`config.mk`:
```
export PLATFORM = sky130hd
export DESIGN_NAME = debounce_edge_array
export DESIGN_NICKNAME = d
export VERILOG_FILES = /design/src/rtl/debounce_edge_array.sv
export SDC_FILE = /design/constraint.sdc
export NUM_CORES = 1
export LEC_CHECK = 0
export BUFFER_PORTS_ARGS = -buffer_cell sky130_fd_sc_hd__buf_2
export CAP_MARGIN = 25
export CORE_MARGIN = 3
export CORE_UTILIZATION = 32
export DETAILED_ROUTE_END_ITERATION = 16
export PLACE_DENSITY = 0.47
export SLEW_MARGIN = 20
export SYNTH_ARGS = -nofsm -noshare
export SYNTH_HDL_FRONTEND = slang
export SYNTH_SLANG_ARGS = --single-unit
```
`constraint.sdc`:
```
create_clock -name i_Clk -period 5.2 [get_ports i_Clk]
set_clock_uncertainty 0.15 [all_clocks]
set_input_delay 0.52 -clock i_Clk [delete_from_list [all_inputs] [get_ports i_Clk]]
set_output_delay 0.52 -clock i_Clk [all_outputs]
set_load 0.02 [all_outputs]
```
`src/rtl/debounce_edge_array.sv`:
```
// debounce_edge_array: multi-channel switch debouncer with edge strobes and press toggle.
// Each channel has its own synchroniser, stability counter and registered strobes;
// channels never interact. Optional long-press strobe is built only when the macro
// DEBOUNCE_LONG_PRESS_EN is defined; otherwise o_Long_Press is tied to 0.
module debounce_edge_array #(
    parameter int unsigned NUM_CH           = 4,
    parameter int unsigned DEBOUNCE_LIMIT   = 250000,
    parameter int unsigned SYNC_STAGES      = 2,
    parameter int unsigned LONG_PRESS_LIMIT = 25000000
) (
    input  logic              i_Clk,
    input  logic              i_Rst_L,
    input  logic [NUM_CH-1:0] i_Switch,
    output logic [NUM_CH-1:0] o_Switch,
    output logic [NUM_CH-1:0] o_Rise,
    output logic [NUM_CH-1:0] o_Fall,
    output logic [NUM_CH-1:0] o_Toggle,
    output logic [NUM_CH-1:0] o_Long_Press
);

    localparam int unsigned CNT_W = $clog2(DEBOUNCE_LIMIT + 1);
    localparam logic [CNT_W-1:0] CNT_LAST = CNT_W'(DEBOUNCE_LIMIT - 1);

`ifdef DEBOUNCE_LONG_PRESS_EN
    localparam int unsigned HOLD_W = $clog2(LONG_PRESS_LIMIT + 1);
    localparam logic [HOLD_W-1:0] HOLD_MAX  = HOLD_W'(LONG_PRESS_LIMIT);
    localparam logic [HOLD_W-1:0] HOLD_LAST = HOLD_W'(LONG_PRESS_LIMIT - 1);
`else
    logic unused_long_press_limit;
    assign unused_long_press_limit = (LONG_PRESS_LIMIT == 0);
`endif

    for (genvar ch = 0; ch < NUM_CH; ch++) begin : g_ch
        logic [SYNC_STAGES-1:0] sync_q;
        logic                   s;
        logic                   state_q, state_d;
        logic [CNT_W-1:0]       cnt_q, cnt_d;
        logic                   rise_q, rise_d;
        logic                   fall_q, fall_d;
        logic                   toggle_q, toggle_d;

        // Synchroniser chain for the raw asynchronous switch input.
        always_ff @(posedge i_Clk or negedge i_Rst_L) begin
            if (!i_Rst_L) begin
                sync_q <= '0;
            end else begin
                sync_q <= {sync_q[SYNC_STAGES-2:0], i_Switch[ch]};
            end
        end

        assign s = sync_q[SYNC_STAGES-1];

        // Stability qualification: any agreement restarts the count.
        always_comb begin
            state_d  = state_q;
            cnt_d    = '0;
            rise_d   = 1'b0;
            fall_d   = 1'b0;
            toggle_d = toggle_q;
            if (s != state_q) begin
                if (cnt_q == CNT_LAST) begin
                    state_d = s;
                    rise_d  = s;
                    fall_d  = ~s;
                    if (s) begin
                        toggle_d = ~toggle_q;
                    end
                end else begin
                    cnt_d = cnt_q + 1'b1;
                end
            end
        end

        // Debounced level, counter and strobes.
        always_ff @(posedge i_Clk or negedge i_Rst_L) begin
            if (!i_Rst_L) begin
                state_q  <= 1'b0;
                cnt_q    <= '0;
                rise_q   <= 1'b0;
                fall_q   <= 1'b0;
                toggle_q <= 1'b0;
            end else begin
                state_q  <= state_d;
                cnt_q    <= cnt_d;
                rise_q   <= rise_d;
                fall_q   <= fall_d;
                toggle_q <= toggle_d;
            end
        end

        assign o_Switch[ch] = state_q;
        assign o_Rise[ch]   = rise_q;
        assign o_Fall[ch]   = fall_q;
        assign o_Toggle[ch] = toggle_q;

`ifdef DEBOUNCE_LONG_PRESS_EN
        logic [HOLD_W-1:0] hold_q, hold_d;
        logic              long_q, long_d;

        // Hold counter saturates at the limit so only one strobe fires per press.
        always_comb begin
            hold_d = hold_q;
            long_d = 1'b0;
            if (!state_q) begin
                hold_d = '0;
            end else if (hold_q != HOLD_MAX) begin
                hold_d = hold_q + 1'b1;
                long_d = (hold_q == HOLD_LAST);
            end
        end

        // Hold counter and long-press strobe registers.
        always_ff @(posedge i_Clk or negedge i_Rst_L) begin
            if (!i_Rst_L) begin
                hold_q <= '0;
                long_q <= 1'b0;
            end else begin
                hold_q <= hold_d;
                long_q <= long_d;
            end
        end

        assign o_Long_Press[ch] = long_q;
`else
        assign o_Long_Press[ch] = 1'b0;
`endif
    end

endmodule

```
; Word level (Yosys, flattened, before mapping)
; Index checks and enable logic that the tools add are counted.
[word_totals]
output_inout_bits = 20
in_bits = 6
reg_bits = 96
[classes]
mux = 24
n_reduce_logical = 8
add_sub_neg = 4
bitwise_logic = 8
n_eq_ne = 8
[ops]
columns = cell, n
row1 = 2-to-1 mux 18 bit, 8
row2 = "adder 18 x 1 -> 18 bit, second input constant", 4
row3 = "== test 18 bit, second input constant", 4
row4 = 2-to-1 mux 1 bit, 16
row5 = AND reduction 3 bit, 4
row6 = NOT 1 bit, 8
row7 = AND reduction 2 bit, 4
row8 = != test 1 bit, 4

; Longest topological paths before layout
; Gate-level depths: netlist of the first run.
[logic_depth]
ltp_word = 3
mapped_depth = 7

; Least setup slack after synthesis of the first run
; No wires, ideal clock.
[synth_path]
path_type = reg2reg
start = register g_ch[2].cnt_q[0]
end = register g_ch[2].state_q
stages_incl_launch_ff = 6
setup_slack_ns = 3.202
period_less_slack_ns = 1.998
arrival_time_ns = 1.723
required_ns = 4.925
setup_ns = 0.125
cell_sequence = dfrtp_1 > ha_1 > nand3_1 > or4_1 > nor3_1 > mux2_2
[synth_between]
elab_chain_len = 2
[synth_rtl]
columns = element, line_no
row1 = start: declaration, 37  ; logic [CNT_W-1:0] cnt_q, cnt_d;
row2 = start signal: assignment, 84  ; cnt_q <= cnt_d;
row3 = == test 18 bit, 61  ; if (cnt_q == CNT_LAST) begin
row4 = AND reduction 2 bit (no source line), -
row5 = end signal: assignment, 83  ; state_q <= state_d;
row6 = end: declaration, 36  ; logic state_q, state_d;
; No other way between the ends.
; A chain may end at the register's enable or synchronous reset.

; Final worst setup path of the first run
[layout_path]
start = register g_ch[2].cnt_q[0]
end = register g_ch[2].cnt_q[17]
[layout_between]
elab_chain_len = 3
word_cells_on_any_way = 4
classes_between = 1 x add/sub / 1 x eq/ne / 2 x mux
[layout_rtl]
columns = element, line_no
row1 = adder 18 x 1 -> 18 bit / == test 18 bit (equally long branches), "69, 61"
row2 = 2-to-1 mux 18 bit *, 61
row3 = 2-to-1 mux 18 bit *, 60  ; if (s != state_q) begin
row4 = named net g_ch[2].cnt_d[17], 37
; The timed path passes the listed nets; every way through them passes the cells marked *.

==> flow_summary.ini, run 1 <==
[outcome]
status = completed

[drt]
viasPerCell = 4.75
first_pass_iters = 6
routed_wl_um = 8330
routedWlPerCell_um = 12.9
drc = 0
vias = 3066
drt_iter0_markers = 202
drtAntennaViolNets = 0

[finish]
drive_gt1_share_pct = 11.6
nNetsFinal = 475
synthToLayoutAreaGrowth_pct = 10.3
final_common_cell = dfrtp_1
num_antenna_cells = 0
layout_common_cells = dfrtp_1, nor2_1, xnor2_1
finalInstanceArea_um2 = 5110

[worst_setup_path]
crit_type = register to register
setup.worst_path.end_class = register
setup.worst_path.start_class = register
path_max_fanout = 17
required_ps = 5290
worst_r2r_path_depth = 5
worstPathArrival_ps = 2450

[floorplanning]
die_area_um2 = 16000
die_height_um = 126
dieWidth_um = 126
ios = 26
placementRows = 43
core_um2 = 14000
initial_core_util_pct = 33.0

[worst_hold_path]
hold_class = input pin to asynchronous set/reset pin

[synth]
synth_cell_types = 45
synth_ff_type = dfrtp_1
yosysSeqAreaShare_pct = 51.8
avgSynthCellArea_um2 = 10.3
synth-seq-cells = 96
synth_edf_count = 0
ys_warn_count = 0
async_reset_ff_share_pct = 100
synthCells = 452
syn_area_um2 = 4630

[sta]
setup_tns_ps = 0
rsz0062_at_grt = false
timing.final.crit_share_pct = 45.5
fmax_mhz = 423
relSlewSlack_pct = 43.7
worst_pin_slew_ps = 844
hold_viol_final = 0
maxSlewViolCount = 0
finalSetupViolations = 0
finalCriticalPeriod_ps = 2360

[clock_network]
cts-root-buf = clkbuf_16
holdBufCountCts = 0
cts_sinks = 96
numCtsBuffers = 9
clock_latency_ps = 350
cts_setup_buffers = 0
clkTransAtPathRegs_ps = 70
h-tree-depth = 3
cts_buffer_depth = 2
cts_tree = yes
ctsResizeCount = 0

[pwr]
leakage_nw = 2.15
p_per_area_nw_per_um2 = 300
ir_worst_vdd_uv = 161
p_total_w = 0.00153

[global_route]
grt_pass1_vias = 3012
grt.overflow.total = 0
grt_max_degree = 68
antenna_found_initial = 0
grt_pass1_wl_um = 14600
grt_usage_pct = 11.3

[place]
place.port_buffers = 21
dpl-instance-area_um2 = 4780
dpl.hpwl_um = 5650
gp_congestion = 0.748

[job]
cap_violations = 0
-- synth_stat cells (2+ instances only) --
| cell | number | area, µm² |
|---|---|---|
| nor3_1 | 14 | 70.1 |
| nor2_1 | 74 | 278 |
| ha_1 | 8 | 100 |
| nand4_1 | 12 | 75.1 |
| mux2i_1 | 2 | 20.0 |
| nand2b_1 | 3 | 18.8 |
| or3_1 | 4 | 25.0 |
| dfrtp_1 | 96 | 2400 |
| o41ai_1 | 2 | 17.5 |
| xnor2_1 | 39 | 342 |
| o31ai_1 | 7 | 52.6 |
| nand4b_1 | 2 | 17.5 |
| or4bb_1 | 2 | 22.5 |
| or4_1 | 10 | 75.1 |
| nor4_1 | 15 | 93.8 |
| xor2_1 | 16 | 140 |
| or2_2 | 4 | 25.0 |
| and3_1 | 4 | 25.0 |
| a21o_1 | 3 | 22.5 |
| o21ai_0 | 2 | 10.0 |
| buf_6 | 2 | 22.5 |
| nand3b_1 | 2 | 15.0 |
| and4_1 | 3 | 26.3 |
| nand4_2 | 2 | 25.0 |
| inv_1 | 19 | 71.3 |
| buf_4 | 24 | 180 |
| nand3_1 | 27 | 135 |
| nand2_1 | 26 | 97.6 |
| a21oi_1 | 12 | 60.1 |
-- logic make-up (layout without fill, tap and decap cells) --
group	Yosys count	in the layout	synth area share [%]
buffers and inverters	46	57	6.02
other	1	4	0.0809
multiplexers	3	3	0.675
AO/OA/AOI/OAI	30	30	4.35
flip-flops	96	96	51.8
adder cells (fa/ha/maj)	8	8	2.16
AND/OR/NAND/NOR	213	213	24.5
XOR/XNOR	55	55	10.4
-- registers in the layout, summed over array words and instances, names as in the netlist --
name,cells
g_ch.state_q,4
g_ch.cnt_q,72
g_ch.toggle_q,4
g_ch.sync_q,8
g_ch.rise_q,4
g_ch.fall_q,4
-- report_power, final --
part / switching (W) / internal, W
Clock: 0.000284 / 0.000436
Sequential: 0.00000967 / 0.000757
Combinational: 0.0000350 / 0.0000122
Total: 0.000329 / 0.00121
-- metrics by stage --
stage                     util, %  setup slack [ps]  hold WS (ps)  instances
after floorplan                 -              3200          74.4        455
after global placement       34.0              2910           184        630
after detailed placement     34.0              2840           187        630
after CTS                    36.4              2820           111        646
after global routing         36.4              2680           118        646
final                        36.4              2840           128        646
-- final cells by class --
cell class / instances / area, µm²
Clock buffer: 10 / 239
Clock inverter: 6 / 92.6
Fill cell: 1424 / 8930
Inverter: 19 / 71.3
Multi-Input combinational cell: 313 / 1960
Sequential cell: 96 / 2400
Tap cell: 180 / 225
Timing Repair Buffer: 22 / 115
-- critical path: stages (launching register included) --
cell      delay [ps]
dfrtp_1          390
ha_1             240
nand3_1           90
or4_1            550
o21bai_2         600
o21ba_2          250
-- metal layers --
layer / part of all wire, % / track usage [%] / vias up
met5: 0 / 0 / -
met4: 1.7 / 4.16 / 0
met3: 3.4 / 3.45 / 9
met2: 45 / 17.4 / 35
met1: 50 / 15.1 / 1465
li1: - / - / 1557
-- worst paths after layout --
path	slack [ps]	startpoint	end
worst max-delay path	2840	g_ch[2].cnt_q[0]	g_ch[2].cnt_q[17]
worst min-delay path	130	i_Rst_L	g_ch[3].cnt_q[15]
worst max register to register	2840	g_ch[2].cnt_q[0]	g_ch[2].cnt_q[17]
worst min register to register	200	g_ch[2].sync_q[0]	g_ch[2].sync_q[1]
max in group asynchronous	3860	i_Rst_L	g_ch[1].cnt_q[9]
min in group i_Clk	130	i_Switch[2]	g_ch[2].sync_q[0]
Note: power is estimated with default switching activity, not from simulation.
==> inputs of run 2 (changes only) <==
--- a/config.mk
+++ b/config.mk
@@ -10,7 +10,7 @@
 export CORE_MARGIN = 3
 export CORE_UTILIZATION = 32
 export DETAILED_ROUTE_END_ITERATION = 16
-export PLACE_DENSITY = 0.47
+export PLACE_DENSITY = 0.49
 export SLEW_MARGIN = 20
 export SYNTH_ARGS = -nofsm -noshare
 export SYNTH_HDL_FRONTEND = slang
==> constraint.sdc (replaced) <==
create_clock -name i_Clk -period 2.05 [get_ports i_Clk]
set_clock_uncertainty 0.15 [all_clocks]
set_input_delay 0.205 -clock i_Clk [delete_from_list [all_inputs] [get_ports i_Clk]]
set_output_delay 0.205 -clock i_Clk [all_outputs]
set_load 0.02 [all_outputs]
==> flow_summary.ini, run 2 (synthesized netlist as in run 1, its figures left out) <==
[finish]
largest_reg_flops = 72
num_antenna_cells = 0
nNetsFinal = 512
reg_top3 = g_ch.cnt_q (72), g_ch.sync_q (8)
top_register = g_ch.cnt_q
drive_gt1_share_pct = 17.9
layout_common_cells = dfrtp_1, nor2_1, xnor2_1
final_common_cell = dfrtp_1
synthToLayoutAreaGrowth_pct = 17.7
fill_cells = 1403

[place]
gp_congestion = 0.756
dpl.hpwl_um = 6150
place.port_buffers = 21

[drt]
routed_wl_um = 8600
drc = 0
drt_iter0_markers = 181
routedWlPerCell_um = 12.6
drtAntennaViolNets = 0
vias = 3175
viasPerCell = 4.66
first_pass_iters = 4

[sta]
rsz0062_at_grt = true
timing.final.crit_share_pct = 94.8
maxSlewViolCount = 0
finalCriticalPeriod_ps = 1940
fmax_mhz = 514
setup_tns_ps = 0
finalSetupViolations = 0
hold_viol_final = 0

[pwr]
intPower_w = 0.00311
clkPwrFrac_pct = 46.2
p_total_w = 0.00390
swShare_pct = 20.4
leakage_nw = 2.34
comb_power_share_pct = 3.9
seqPwrFrac_pct = 49.9
ir_worst_vdd_uv = 412
p_per_area_nw_per_um2 = 715
switching_power_w = 0.000795

[floorplanning]
placementRows = 43
initial_core_util_pct = 33.0
ios = 26
dieWidth_um = 126
die_area_um2 = 16000
die_height_um = 126
core_um2 = 14000

[clock_network]
numCtsBuffers = 9
clock_latency_ps = 350
cts-root-buf = clkbuf_16
cts_sinks = 96
clkTransAtPathRegs_ps = 60
cts_buffer_depth = 2
h-tree-depth = 3
cts_tree = yes
cts_setup_buffers = 0

[worst_setup_path]
required_ps = 2130
worst_r2r_path_depth = 5
crit_slowest_cell = or4_1
worst-r2r-setup-slack_ps = 110
setup.worst_path.start_class = register
crit_chain = or4_1 > nor4_4 > a21o_1 > buf_12 > nor2_1
critPathTopFamily = simple AND/OR/NAND/NOR gates
rr_startpoint = g_ch[1].cnt_q[6]
critPathMaxStageDelay_ps = 550
worstPathArrival_ps = 2030
cp_num_buf_inv = 1
setup.worst_path.end_class = register
path_max_fanout = 17
crit_type = register to register
reg2reg_to = g_ch[1].cnt_q[5]

[global_route]
antenna_found_initial = 0
grt_max_degree = 49
grt_pass1_vias = 3104
grt_usage_pct = 11.7
grt_pass1_wl_um = 15200
grt.overflow.total = 0

[outcome]
status = completed

[job]
cap_violations = 0

[worst_hold_path]
hold_class = input pin to asynchronous set/reset pin
## run 2: power by group through the flow
stage | Sequential, W | Combinational [W] | Clock [W]
3_5_place_dp | 0.00198 | 0.000150 | 0
3_3_place_gp | 0.00198 | 0.000149 | 0
4_1_cts | 0.00195 | 0.000158 | 0.00187
6_report | 0.00195 | 0.000152 | 0.00180
2_1_floorplan | 0.00198 | 0.0000808 | 0
5_1_grt | 0.00195 | 0.000178 | 0.00195
## run 2: area by class of cell
class	instances	area (µm²)	share of cell area [%]
clock buffer	12	256	4.70
tap	180	225	4.13
sequential	96	2400	44.1
multi-input combinational	313	2000	36.7
clock inverter	3	65.1	1.19
timing repair buffer	59	430	7.89
inverter	19	71.3	1.31
## run 2: how the worst max path moves through the flow
stage	start	endpoint	slack (ps)	depth (start not counted)
after floorplan	g_ch[2].cnt_q[0]	g_ch[2].state_q	50	5
after global placement	g_ch[2].cnt_q[1]	g_ch[2].state_q	70	5
after detailed placement	g_ch[2].cnt_q[1]	g_ch[2].state_q	20	5
after CTS	g_ch[2].cnt_q[1]	g_ch[2].state_q	10	5
after global routing	g_ch[3].cnt_q[0]	g_ch[3].cnt_q[16]	-40	5
final	g_ch[1].cnt_q[6]	g_ch[1].cnt_q[5]	110	5
## run 2: what timing repair did
action | 4_1_cts | 5_1_grt
endpoints found under the hold margin | 70 | 0
setup endpoints to repair | 0 | 17
hold buffers | 5 | 0
resized for setup | 0 | 7
## run 2: metrics by stage
stage | std cells | setup slack, ps | util (%) | hold WS [ps] | cell area (µm²)
after floorplan | 455 | 51.9 | - | -241 | 4650
after global placement | 662 | 74.0 | 35.9 | -41.5 | 5040
after detailed placement | 662 | 22.8 | 35.9 | -41.5 | 5040
after CTS | 682 | 14.0 | 38.6 | 137 | 5420
after global routing | 682 | -38.7 | 38.8 | 154 | 5450
final | 682 | 106 | 38.8 | 132 | 5450
## run 2: routing by layer
metal	global-route usage [%]	vias up	wire length, µm
met5	0	-	0
met4	3.41	0	112
met3	4.04	7	269
met2	17.4	23	3870
met1	16.1	1526	4340
li1	-	1619	-
==> inputs of run 3 (changes only) <==
--- a/config.mk
+++ b/config.mk
@@ -8,9 +8,9 @@
 export BUFFER_PORTS_ARGS = -buffer_cell sky130_fd_sc_hd__buf_2
 export CAP_MARGIN = 25
 export CORE_MARGIN = 3
-export CORE_UTILIZATION = 32
+export CORE_UTILIZATION = 36
 export DETAILED_ROUTE_END_ITERATION = 16
-export PLACE_DENSITY = 0.49
+export PLACE_DENSITY = 0.54
 export SLEW_MARGIN = 20
 export SYNTH_ARGS = -nofsm -noshare
 export SYNTH_HDL_FRONTEND = slang
==> flow_summary.ini, run 3 (synthesized netlist as in run 1, its figures left out) <==
[outcome]
status = completed

[drt]
drtAntennaViolNets = 0
drc = 0
viasPerCell = 4.85
vias = 3240
routed_wl_um = 8690
drt_iter0_markers = 160
first_pass_iters = 4
routedWlPerCell_um = 13.0

[clock_network]
cts_tree = yes
h-tree-depth = 3
cts_buffer_depth = 2
cts_setup_buffers = 0
numCtsBuffers = 9
cts_sinks = 96
cts-root-buf = clkbuf_16
clock_latency_ps = 340
clkTransAtPathRegs_ps = 60

[place]
place.port_buffers = 21
dpl.hpwl_um = 6010
gp_congestion = 0.743
dpl-instance-area_um2 = 5020

[finish]
top_register = g_ch.cnt_q
nNetsFinal = 509
finalInstanceArea_um2 = 5430
largest_reg_flops = 72
num_antenna_cells = 0
drive_gt1_share_pct = 17.8
layout_common_cells = dfrtp_1, nor2_1, xnor2_1
final_common_cell = dfrtp_1
reg_top3 = g_ch.cnt_q (72), g_ch.sync_q (8)
synthToLayoutAreaGrowth_pct = 17.2
fill_cells = 1219

[worst_setup_path]
setup.worst_path.end_class = register
worst-r2r-setup-slack_ps = 100
worst_r2r_path_depth = 5
crit_type = register to register
setup.worst_path.start_class = register
reg2reg_to = g_ch[1].cnt_q[15]
required_ps = 2120
rr_startpoint = g_ch[1].cnt_q[8]
path_max_fanout = 17
worstPathArrival_ps = 2020

[sta]
timing.final.crit_share_pct = 95.2
fmax_mhz = 512
relSlewSlack_pct = 65.6
finalCriticalPeriod_ps = 1950
worst_pin_slew_ps = 516
rsz0062_at_grt = true
maxSlewViolCount = 0
hold_ws_ps = 200
finalSetupViolations = 0
hold_viol_final = 0

[pwr]
p_per_area_nw_per_um2 = 718
leakage_nw = 2.33
ir_worst_vdd_uv = 436

[global_route]
grt_max_degree = 97
grt_usage_pct = 13.1
grt.overflow.total = 0
met3_usage_pct = 4.37
grt_pass1_wl_um = 15200
grt_busiest_layer = met2
use_met1_pct = 18.5
antenna_found_initial = 0
use_met2_pct = 19.4
grt_pass1_vias = 3188

[worst_hold_path]
hold_start = g_ch[1].sync_q[0]
hold_end = g_ch[1].sync_q[1]
holdPathStages = 0
hold_class = register to register

[floorplanning]
dieWidth_um = 119
die_height_um = 119
ios = 26
die_area_um2 = 14300
core_um2 = 12300
initial_core_util_pct = 37.6
placementRows = 40

[job]
cap_violations = 0
==> run 3: changes by cell type in the layout (fill, tap and decap cells not counted) <==
cell / change
or3_1: -1
buf_4: -4
clkbuf_8: -1
clkbuf_1: -1
buf_12: +1
dfrtp_1: +1
clkinvlp_4: +1
clkinv_2: +2
or3_4: +1
dfrtp_2: -1
==> run 3: where the power goes <==
part	internal (W)	switching, W	total (W)	leakage, nW
logic	0.0000553	0.0000957	0.000151	0.862
clock network	0.00110	0.000706	0.00180	0.158
registers	0.00192	0.0000241	0.00195	1.31
==> run 3: cell type report <==
class	instances	area (µm²)	area share, %
flip-flops and latches	96	2400	44.2
multi-input cells	313	2010	36.9
repair buffers	56	420	7.74
clock buffers	10	239	4.40
well taps	168	210	3.87
clock inverters	6	82.6	1.52
inverters	19	71.3	1.31
==> run 3: stage by stage <==
| step | TNS, ps | utilization, % | setup slack [ps] | total power, W | instances |
|---|---|---|---|---|---|
| 2_1_floorplan | 0 | - | 51.9 | 0.00206 | 455 |
| 3_3_place_gp | 0 | 40.8 | 76.6 | 0.00213 | 647 |
| 3_5_place_dp | 0 | 40.8 | 29.3 | 0.00213 | 647 |
| 4_1_cts | 0 | 43.8 | 24.5 | 0.00398 | 668 |
| 5_1_grt | -31.8 | 44.1 | -31.8 | 0.00407 | 668 |
| 6_report | 0 | 44.1 | 98.5 | 0.00390 | 668 |
==> run 3: layer usage <==
metal	routed length (µm)	share of wire [%]
met5	0	0
met4	95	1.1
met2	3850	44
met1	4410	51
met3	329	3.8
==> run 3: how the worst max path moves through the flow <==
stage | to | startpoint
after floorplan | g_ch[2].state_q | g_ch[2].cnt_q[0]
after global placement | g_ch[2].state_q | g_ch[2].cnt_q[1]
after detailed placement | g_ch[2].state_q | g_ch[2].cnt_q[1]
after CTS | g_ch[2].state_q | g_ch[2].cnt_q[1]
after global routing | g_ch[2].cnt_q[16] | g_ch[2].cnt_q[1]
final | g_ch[1].cnt_q[15] | g_ch[1].cnt_q[8]
==> run 3: critical path, cell delays in order, from the launching register on <==
cell and delay (ps):
dfrtp_1 430, or4_1 570, nor4_4 260, a21o_1 220, buf_12 150, a21oi_1 50
==> run 3: repair_timing <==
action	in CTS	in global routing
endpoints found under the hold margin	100	0
setup endpoints to repair	0	23
resized for setup	0	7
hold buffers	5	0
